## src/rtl/fifo_uart_tx_pkg.sv

```systemverilog
// Shared definitions for the FIFO-draining 8N1 UART transmitter.
// Holds the FSM state encoding and the framing constant.
package fifo_uart_tx_pkg;

  typedef enum logic [2:0] {
    IDLE  = 3'd0,
    FETCH = 3'd1,
    LOAD  = 3'd2,
    START = 3'd3,
    DATA  = 3'd4,
    STOP  = 3'd5
  } state_e;

  // One start bit, eight data bits and one stop bit.
  localparam int FRAME_BITS = 10;

endpackage

```

## src/rtl/fifo_uart_tx_baud_tick_gen.sv

```systemverilog
// Baud counter: counts 0..clks_per_bit-1 while enabled and pulses tick_o on
// the terminal count. A synchronous clear holds it at zero.
module baud_tick_gen #(
  parameter int clks_per_bit = 16
) (
  input  logic clk,
  input  logic rst,
  input  logic clr_i,
  output logic tick_o
);

  localparam int CNT_W = (clks_per_bit > 2) ? $clog2(clks_per_bit) : 1;
  localparam logic [CNT_W-1:0] LAST = CNT_W'(clks_per_bit - 1);

  logic [CNT_W-1:0] cnt_q, cnt_d;

  assign tick_o = !clr_i && (cnt_q == LAST);

  always_comb begin
    cnt_d = cnt_q + CNT_W'(1);
    if (clr_i || tick_o) begin
      cnt_d = '0;
    end
  end

  always_ff @(posedge clk) begin
    if (rst) begin
      cnt_q <= '0;
    end else begin
      cnt_q <= cnt_d;
    end
  end

endmodule

```

## src/rtl/fifo_uart_tx.sv

```systemverilog
// Pops bytes from a registered-read FIFO and serializes each one as an
// 8N1 UART frame, LSB first, draining back-to-back while enabled.
module fifo_uart_tx
  import fifo_uart_tx_pkg::*;
#(
  parameter int data_width   = 8,
  parameter int clks_per_bit = 16
) (
  input  logic                  clk,
  input  logic                  rst,
  input  logic                  tx_en,
  input  logic                  empty,
  input  logic [data_width-1:0] rd_data,
  output logic                  re,
  output logic                  tx,
  output logic                  busy,
  output logic                  frame_done
);

  // Index of the final data bit; the frame minus start and stop bits.
  localparam logic [2:0] LAST_BIT = 3'(FRAME_BITS - 3);

  state_e                state_q, state_d;
  logic [data_width-1:0] shift_q, shift_d;
  logic [2:0]            bit_q, bit_d;
  logic                  tx_q, tx_d;
  logic                  baud_clr;
  logic                  baud_tick;

  // The counter only runs while a bit is on the line, so LOAD always clears it.
  assign baud_clr = !(state_q inside {START, DATA, STOP});

  baud_tick_gen #(
    .clks_per_bit(clks_per_bit)
  ) u_baud (
    .clk   (clk),
    .rst   (rst),
    .clr_i (baud_clr),
    .tick_o(baud_tick)
  );

  always_comb begin
    state_d = state_q;
    shift_d = shift_q;
    bit_d   = bit_q;
    tx_d    = 1'b1;
    case (state_q)
      IDLE: begin
        if (tx_en && !empty) state_d = FETCH;
      end
      FETCH: begin
        state_d = LOAD;
      end
      LOAD: begin
        shift_d = rd_data;
        bit_d   = 3'd0;
        tx_d    = 1'b0;
        state_d = START;
      end
      START: begin
        tx_d = 1'b0;
        if (baud_tick) begin
          state_d = DATA;
          tx_d    = shift_q[0];
        end
      end
      DATA: begin
        tx_d = shift_q[0];
        if (baud_tick) begin
          shift_d = shift_q >> 1;
          bit_d   = bit_q + 3'd1;
          if (bit_q == LAST_BIT) begin
            state_d = STOP;
            tx_d    = 1'b1;
          end else begin
            tx_d = shift_d[0];
          end
        end
      end
      STOP: begin
        if (baud_tick) state_d = (tx_en && !empty) ? FETCH : IDLE;
      end
      default: begin
        state_d = IDLE;
      end
    endcase
  end

  // tx_d is computed from the next state so the line is a pure register.
  always_ff @(posedge clk) begin
    if (rst) begin
      state_q <= IDLE;
      shift_q <= '0;
      bit_q   <= 3'd0;
      tx_q    <= 1'b1;
    end else begin
      state_q <= state_d;
      shift_q <= shift_d;
      bit_q   <= bit_d;
      tx_q    <= tx_d;
    end
  end

  assign re         = (state_q == FETCH);
  assign busy       = (state_q != IDLE);
  assign frame_done = (state_q == STOP) && baud_tick;
  assign tx         = tx_q;

endmodule
```

## config.mk

```make
export PLATFORM = sky130hd
export DESIGN_NAME = fifo_uart_tx
export DESIGN_NICKNAME = d
export VERILOG_FILES = /design/src/rtl/fifo_uart_tx_pkg.sv /design/src/rtl/fifo_uart_tx_baud_tick_gen.sv /design/src/rtl/fifo_uart_tx.sv
export SDC_FILE = /design/constraint.sdc
export NUM_CORES = 1
export LEC_CHECK = 0
export CORE_ASPECT_RATIO = 0.9
export CORE_MARGIN = 2
export CORE_UTILIZATION = 25
export CTS_BUF_LIST = sky130_fd_sc_hd__clkbuf_16
export DETAILED_ROUTE_END_ITERATION = 8
export PLACE_DENSITY = 0.4
export SYNTH_ARGS = -nofsm -noshare
export SYNTH_HDL_FRONTEND = slang
export SYNTH_SLANG_ARGS = --single-unit
```

## constraint.sdc

```tcl
create_clock -name clk -period 3.94 [get_ports clk]
set_input_delay 0.788 -clock clk [delete_from_list [all_inputs] [get_ports clk]]
set_output_delay 0.788 -clock clk [all_outputs]
set_load 0.01 [all_outputs]
```

# == After elaboration in Yosys (flattened, before gate mapping) ==
# Index checks and enable logic that the tools add are counted.
# classes
add_sub_neg,2
reduce_logical,13
n_eq_ne,12
mux,15
# op_table
cell,count
2-to-1 mux 3 bit,6
case mux 3 bit (6 select lines),1
case mux 8 bit (2 select lines),1
equality test 3 bit (second input constant),3
2-to-1 mux 8 bit,1
!= test 2 bit (second input constant),4
equality test 3 x 2 -> 1 bit (second input constant),2
case mux 3 bit (2 select lines),1
nonzero test 3 bit,2
AND reduction 5 bit,1
adder 4 x 1 -> 4 bit (second input constant),1
equality test 4 bit (second input constant),1
2-to-1 mux 1 bit,4
adder 3 x 1 -> 3 bit (second input constant),1
equality test 3 x 1 -> 1 bit (second input constant),1
logical AND 1 bit,3
zero test 3 bit,1
case mux 1 bit (3 select lines),1
zero test 1 bit,2
!= test 2 x 1 -> 1 bit (second input constant),1
AND reduction 2 bit,1
nonzero test 2 bit,1
OR reduction 2 bit,1
logical OR 1 bit,1
# totals
input_bits,12
ff_bits,19
out_inout_bits,4
elab_cells,47

# == Longest topological paths before layout ==
# Gate-level depths: netlist (run 1).
# logic_depth
depth_word,5
mapped_depth,6
mapped_depth_nobuf,5

# == By module ==
# Synthesis (run 1) repeated with hierarchy kept, for this count alone.
# hier_totals
cells_unflattened,110
area_unflattened_um2,967.2
# by_module_without_submodules
module,area_each_um2,cells_each,n_inst
fifo_uart_tx,809.5,94,1
baud_tick_gen,157.7,16,1

# == Worst setup path after synthesis (run 1) ==
# OpenSTA, ideal clock, no wires.
# synth_timing
kind,register -> output
start,register u_baud.cnt_q[0]
end,output frame_done
n_path_buf,0
stages_incl_launch_ff,4
slack_ns,2.109
arrival_time_ns,1.043
path_cell_list,dfxtp_1 -> ha_1 -> nand3_1 -> nor3_1
# synth_between
elab_chain_cells,3
# synth_lines
element,line,source
from (decl),fifo_uart_tx_baud_tick_gen.sv:15,"logic [CNT_W-1:0] cnt_q, cnt_d;"
from (signal assigned),fifo_uart_tx_baud_tick_gen.sv:30,cnt_q <= cnt_d;
equality test 4 bit,fifo_uart_tx_baud_tick_gen.sv:17,assign tick_o = !clr_i && (cnt_q == LAST);
logical AND 1 bit,fifo_uart_tx_baud_tick_gen.sv:17,
logical AND 1 bit,fifo_uart_tx.sv:106,assign frame_done = (state_q == STOP) && baud_tick;
to (decl),fifo_uart_tx.sv:17,output logic frame_done
# Every way passes these cells.

# == Worst setup path in the final report (run 1) ==
# layout_timing
start,register state_q[2]
end,output frame_done
# layout_between
elab_chain_cells,4
word_cells_on_any_way,6
cone_classes,eq/ne: 3; reduce/logical: 3
# layout_lines
element,line,source
from (decl),fifo_uart_tx.sv:23,"state_e state_q, state_d;"
from (signal assigned),fifo_uart_tx.sv:97,state_q <= state_d;
"equality test 3 x 2 -> 1 bit, or another cell as far along",fifo_uart_tx.sv:31,"assign baud_clr = !(state_q inside {START, DATA, STOP});"
nonzero test 3 bit,fifo_uart_tx.sv:31,
logical AND 1 bit,fifo_uart_tx_baud_tick_gen.sv:17,
logical AND 1 bit *,fifo_uart_tx.sv:106,
# Mark *: on every way between the ends. The rest lies on a longest branch, timed or not.

==> results.md, run 1 <==
- The clock network fraction of total power is between 40% and 50%.
- Clock-pin slew was measured on the worst setup and hold paths at 0.06 ns.
- Data on the critical path is required at its endpoint by ~3.2 ns.
- The total clock buffers created by CTS is 3.
- The count of nets left with antenna violations once routing finished came out at 0.
- The area growth from synthesis to layout is 20.1%.
- At the end of routability-driven placement, the weighted congestion stood at about 0.70.
- The worst supply voltage drop on vdd is roughly 160 uV.
- 0 antenna diodes ended up in the layout.
- The post-synthesis instance total is 110.
- The internal power of the cells totals ~0.00038 W.
- The share of cells above drive strength 1 is between 10% and 20%.
- At the later pin of the worst-skew pair, clock insertion delay measures ~0.25 ns.
- The die outline height is 67.3 um.
- For this design the ratio of total power to cell area is approximately 380 mW/mm^2.
- The clock passes through at most 2 buffers.
- The starting density of the core is roughly 25%.
- Buffers placed on the I/O ports in this run total 15.
- For this run, the total global-route usage over all layers was measured as between 10% and 20%.
- The sum of net half-perimeters after detailed placement is around 1.7 mm.
- At the pin with the least slew margin, the transition time is between 0.7 and 0.8 ns.
- The final hold violation count is 0.
- The wire length of the first global-routing pass is 4.04 mm.
- Clock skew on the completed layout was measured at roughly 0.0014 ns.
- The clock tree from TritonCTS is done.
- Dividing the final minimum period by the clock period gives around 77%.
- For this block, the routed nets add up to around 2.4 mm of wire.
- The overall via count from detail_route is around 860.
- The first TritonRoute pass finished after 4 iterations.
- Of the total power, combinational logic draws ~15%.
- The Yosys step of the flow raised 0 warnings.
- The average via count per standard cell is roughly 4.8.
- The maximum clock frequency is 330 MHz.
- The critical setup path kind is reg2out.
- The maximum number of pins on one net before global-route repair is 18.
- The worst slew margin relative to its limit is between 40% and 50%.
- The number of antenna violations at the first check in global routing was 0.
- The worst hold-check path type is reg2reg.
- The total congestion overflow after global routing is 0.
- The number of different library cells in the post-synthesis netlist is 42.
- The die covers ~0.005 sq mm.
- After synthesis the netlist holds a flip-flop and latch count of 19.
- The run finished with clean final reports.
- OpenSTA, run right after detailed placement, puts the worst setup slack at around 1.2 ns.
- The routed length per placed instance is roughly 14 um.
- The number of gates resized after CTS was 0.
- The total chip power is between 0.0005 and 0.0006 W.
- STA classifies the critical path endpoint as a primary output.
- The count of final max-slew check failures came to 0.
- The number of nets handed over by synthesis was approximately 130.
- The net count of the finished layout is 134.
- Setup repair after global routing left no endpoint under its margin.
- The fraction of registers with async set or reset after synthesis is 0%.
- The width of the die is about 74 um.
- The post-synthesis instance area is 0.00111 sq mm.
- The via count of the first global-routing pass is approximately 830.
- The deepest level of the CTS H-tree is 1.
- A synthesized cell averages 10.1 sq um.
- The proportion of power drawn by flip-flops and latches is a little over two fifths.
- The number of synthesized flops with an enable pin is 0.
- Of all nets on the critical path, the largest fanout is 17.
- The tightest hold path in the finished design has a slack of approximately 0.47 ns.
- Across the run, the number of max-cap violations was 0.
- For the finished layout, the period the worst path requires is between 3 and 4 ns.
- STA classifies the critical path startpoint as a flip-flop.
- The total net switching power is roughly 0.00012 W.
- In the post-route analysis, the smallest setup slack over all paths is 0.909 ns.
- For this design, the CTS-stage hold fixing added 0 buffers.
- The count of final setup violators is 0.
- The number of DRC violations after detailed-routing iteration 0 is 46.
- The predominant post-synthesis flop cell is dfxtp_1.
- The accumulated negative setup slack is 0 ns.
- The number of I/O pins is 16.
- Net switching is between 20% and 30% of the power.
- In this run the static leakage power is around 0.50 nW.
- Clock tree synthesis found a total of 19 sinks.
- The total setup buffers inserted after CTS is 0.
- The cell sitting at the root of the clock tree is a clkbuf_16.
- The remaining design rule violation count is 0.
- The initialized floorplan defines 23 standard-cell rows.
- The share of synthesized area occupied by flip-flops and latches is approximately a third.
- The core region is between 0.004 and 0.005 sq mm.
- Data arrives at the worst endpoint at approximately 2.2 ns.
## kinds of logic (layout without fill, tap and decap cells)
kind of cell	after synthesis	after routing	synth area share, %
flops	19	19	34.2
mux	8	8	7.19
simple gates	33	33	21.1
buf+inv	12	20	7.75
xor+xnor	2	2	1.57
compound gates	33	33	24.8
fa+ha+maj	3	3	3.37
## cells in the mapped netlist, types with 3 or more instances
library cell | count | share of area (%)
nand4_1 | 3 | 1.7
nand3b_1 | 4 | 2.7
nand3_1 | 3 | 1.3
mux2i_1 | 8 | 7.2
a21o_1 | 3 | 2.0
nor2_1 | 3 | 1.0
a211oi_2 | 4 | 4.5
a31oi_1 | 4 | 2.2
ha_1 | 3 | 3.4
nor3_1 | 3 | 1.3
clkbuf_1 | 4 | 1.3
a211oi_1 | 10 | 6.7
dfxtp_1 | 19 | 34
## per-stage QoR
stage	util, %	area [sq um]	std cells
after global routing	30.6	1340	180
final	30.6	1340	180
after CTS	30.6	1340	180
after global placement	28.8	1260	176
after floorplan	-	1110	110
after detailed placement	28.8	1260	176
## layout by cell type, fill, tap and decap left out, types with 2 or more instances in the layout
master / n
nand4_1: 3
nand3_1: 3
a21o_1: 3
mux2i_1: 8
clkdlybuf4s50_1: 15
dfxtp_1: 19
nor3_1: 3
a211oi_2: 4
nor2b_1: 2
a311oi_2: 2
ha_1: 3
nand2b_1: 2
inv_1: 2
nor2_1: 3
a21oi_1: 2
a31oi_1: 4
clkbuf_16: 3
nand2_1: 2
a211oi_1: 10
nand3b_1: 4
o21ai_0: 2
nor3b_4: 2
## power by group through the flow
stage	clock (W)	sequential (W)	combinational [W]
2_1_floorplan	0	0.000214	0.0000597
3_3_place_gp	0	0.000225	0.0000782
3_5_place_dp	0	0.000225	0.0000782
4_1_cts	0.000213	0.000221	0.0000786
5_1_grt	0.000224	0.000223	0.0000855
6_report	0.000208	0.000221	0.0000773
## final timing paths
check	startpoint	endpoint	slack, ns	depth (start not counted)
setup / recovery	state_q[2]$_SDFFE_PP0P_	frame_done	0.91	3
hold / removal	shift_q[0]$_SDFFE_PP0P_	tx$_SDFF_PP1_	0.47	1
setup reg to reg	state_q[2]$_SDFFE_PP0P_	u_baud.cnt_q[3]$_SDFF_PP0_	2.20	3
hold reg to reg	shift_q[0]$_SDFFE_PP0P_	tx$_SDFF_PP1_	0.47	1
## critical path, cell delays in order (launching register included)
cell and delay [ns]:
dfxtp_1 0.67, nand2b_1 0.46, nor3_1 0.30, clkdlybuf4s50_1 0.57
## sequential cells by signal, indices dropped and copies added, names as in the netlist
signal	flops
state_q	3
shift_q	8
bit_q	3
tx	1
u_baud.cnt_q	4
## final cells by class
type | instances | area (sq um)
clock buffers | 3 | 75.1
repair buffers | 15 | 150
multi-input cells | 79 | 647
flip-flops and latches | 19 | 380
inverters | 1 | 3.75
well taps | 62 | 77.6
clock inverters | 1 | 3.75
fillers | 473 | 3040
## per-layer routing
metal / share of wire, % / track usage [%]
met5: 0 / 0
met4: 0.74 / 2.68
met1: 51 / 14.7
met2: 42 / 15.8
met3: 6.0 / 3.73
No activity file was read; power rests on OpenSTA's default activity.
==> inputs of run 2 (changes only) <==
==> constraint.sdc (replaced) <==
create_clock -name clk -period 2.8 [get_ports clk]
set_input_delay 0.56 -clock clk [delete_from_list [all_inputs] [get_ports clk]]
set_output_delay 0.56 -clock clk [all_outputs]
set_load 0.01 [all_outputs]
==> run 2 against run 1 <==
  * Worst hold slack is essentially flat
  * Cell count grew 1.7%
  * Sequential share of layout area shrank 0.47 points
  * Routed wire length grew 2.8%
  * Sequential power grew 41%
  * Core utilization grew 0.51 points
  * Critical path type unchanged
  * Critical endpoint unchanged
  * Highest routed layer unchanged
==> results.md, run 2 (synthesis results as in run 1) <==
- The area used by sequential logic in the layout is 380 sq um (unchanged).
- The deepest level of the CTS H-tree is 1 (unchanged).
- The area growth from synthesis to layout is 22.1%.
- The depth of the most critical reg-to-reg path is 3 (unchanged).
- The clock skew was 0.00221 ns (+0.000864 ns).
- The maximum number of pins on one net before global-route repair came to 18 (unchanged).
- The global-route track usage on met2 is 17.2% (+1.3 points).
- The leading cell type in the layout, fill and taps excluded is dfxtp_1.
- The count of final max-slew check failures is 0 (unchanged).
- The run finished with clean final reports.
- In the layout the commonest cells are 19 x dfxtp_1, 15 x clkdlybuf4s50_1, 10 x a211oi_1.
- The required time of the critical path is 2.24 ns (-0.91 ns).
- The worst supply voltage drop on vdd is 183 uV (+14%).
- The remaining design rule violation count was 0 (unchanged).
- The data arrival time of the critical path was 1.89 ns (-0.35 ns).
- The wire length of the first global-routing pass is 4.20 mm (+3.9%).
- The share of the core filled with cells in the final layout is 31.1% (+0.51 points).
- The count of final setup violators was 0 (unchanged).
- The deepest clock path buffer count came to 2 (unchanged).
- The critical path is of the reg2out type.
- The worst hold-check path type is reg2reg.
- The worst setup path is captured at a primary output.
- The number of filler instances in the final layout is 477 (+0.85%).
- The clock input transition at the sequential cells of the worst setup and hold paths was 0.05 ns (about the same).
- The number of I/O pins was 16 (unchanged).
- The number of clock sinks seen by CTS was 19 (unchanged).
- The clock tree from TritonCTS is done.
- The slew at the pin closest to its max-slew limit is 0.563 ns (-0.199 ns).
- Of the available clock period, the critical path in the final layout requires between 80% and 90%.
- The total congestion overflow after global routing is 0 (unchanged).
- The via count of the first global-routing pass is 882 (+6.7%).
- The total clock buffers created by CTS is 3 (unchanged).
- The worst path setup slack after routing is 0.351 ns (-0.558 ns).
- The number of buffer cells added on primary ports was 15 (unchanged).
- The area used by multi-input combinational logic is 647 sq um (unchanged).
- The routed length per placed instance is 13.7 um (+1.2%).
- The highest net fanout along the worst path came to 11 (-6).
- Setup repair after global routing left no endpoint under its margin.
- The number of cells on the worst hold path is 2 (+1).
- The total inserted antenna cells is 0 (unchanged).
- The power density of the placed cells is 523 mW/mm^2 (+38%).
- The total setup buffers inserted after CTS is 0 (unchanged).
- The number of antenna violations at the first check in global routing is 0 (unchanged).
- The number of optimization iterations in the first detailed-route pass is 4 (unchanged).
- The insertion delay of the later-clocked pin in the worst-skew pair is 0.25 ns (about the same).
- The number of maximum-capacitance violations is 0 (unchanged).
- The met1 global-route usage is 15.0% (+0.26 points).
- The number of nets with antenna violations after routing is 0 (unchanged).
- The width of the die is 74.4 um (unchanged).
- The core region area is 0.00437 sq mm (unchanged).
- The hold buffer count at cts is 0 (unchanged).
- The largest registers in the layout are shift_q (8), u_baud.cnt_q (4).
- The number of cell rows is 23 (unchanged).
- shift_q holds more flip-flops than any other register.
- Subtracting the final worst setup slack from the clock period gives 2.45 ns.
- The sum of net half-perimeters after detailed placement is 1.76 mm (+5.5%).
- The final hold violation count was 0 (unchanged).
- The weighted congestion reported at the end of routability-driven placement was 0.678 (-3.2%).
- The overall via count from detail_route was 870 (+1.0%).
- The post-cts gate resize count is 0 (unchanged).
- The worst setup path is launched from a flip-flop.
- The pre-CTS setup slack is 0.603 ns (-0.562 ns).
- The met3 layer usage reported by global route was 2.24% (-1.5 points).
- The die outline area came to 0.00500 sq mm (unchanged).
- The number of DRC violations after detailed-routing iteration 0 is 21 (-54%).
- The leakage power of the design was 0.515 nW (+2.9%).
- The average via count per standard cell is 4.75 (-0.61%).
- The accumulated negative setup slack is 0 ns (unchanged).
- The final net count is 137 (+2.2%).
- The global routing usage summed across all routing layers is 10.8% (+0.15 points).
- The overall routed net length came to 2.50 mm (+2.8%).
- The share of cells above drive strength 1 is 14.9% (+2.2 points).
- The tree is rooted in a clkbuf_16.
- The starting density of the core is 25.5% (unchanged).
- The number of flip-flops in the largest register was 8 (unchanged).
- The maximum clock frequency is around 410 MHz.
- The die outline height is 67.3 um (unchanged).
- The global-route layer with the greatest usage is met2.
- The worst slew margin relative to its limit is 62.4% (+13 points).
-- run 2: cell count changes in the layout (fill, tap and decap cells not counted), sizes merged --
cell  previous run  this run
buf              0         3
-- run 2: per-stage QoR --
step	cells	total power, W	hold WS, ns	cell area [sq um]
5_1_grt	183	0.000755	0.515	1360
2_1_floorplan	110	0.000386	0.437	1110
3_3_place_gp	179	0.000427	0.455	1280
6_report	183	0.000711	0.469	1360
4_1_cts	183	0.000730	0.469	1360
3_5_place_dp	179	0.000427	0.458	1280
-- run 2: worst paths after layout --
check	from	end	slack, ns
worst min-delay path	shift_q[7]$_SDFFE_PP0P_	shift_q[7]$_SDFFE_PP0P_	0.47
worst min register to register	shift_q[7]$_SDFFE_PP0P_	shift_q[7]$_SDFFE_PP0P_	0.47
worst max-delay path	state_q[0]$_SDFFE_PP0P_	frame_done	0.35
worst max register to register	state_q[1]$_SDFFE_PP0P_	tx$_SDFF_PP1_	1.19
-- run 2: layout make-up --
type / count / share of cell area [%]
Multi-Input combinational cell: 79 / 47.6
Timing Repair Buffer: 18 / 12.7
Clock inverter: 1 / 0.276
Tap cell: 62 / 5.70
Sequential cell: 19 / 28.0
Inverter: 1 / 0.276
Clock buffer: 3 / 5.52
-- run 2: routing by layer --
metal / vias to the layer above / share of wire (%)
li1: 445 / -
met1: 410 / 52
met2: 13 / 44
met3: 2 / 3.3
met4: 0 / 0.52
met5: - / 0
-- run 2: power by group --
part	internal [W]	total (W)	switching, W
Sequential	0.000288	0.000311	0.0000224
Combinational	0.0000608	0.000111	0.0000498
Clock	0.000190	0.000289	0.0000997
Total	0.000539	0.000711	0.000172
-- run 2: worst max-delay path: stages, from the launching register on --
cell and delay [ns]:
dfxtp_1 0.59, inv_1 0.23, nor3_1 0.25, clkdlybuf4s50_1 0.57
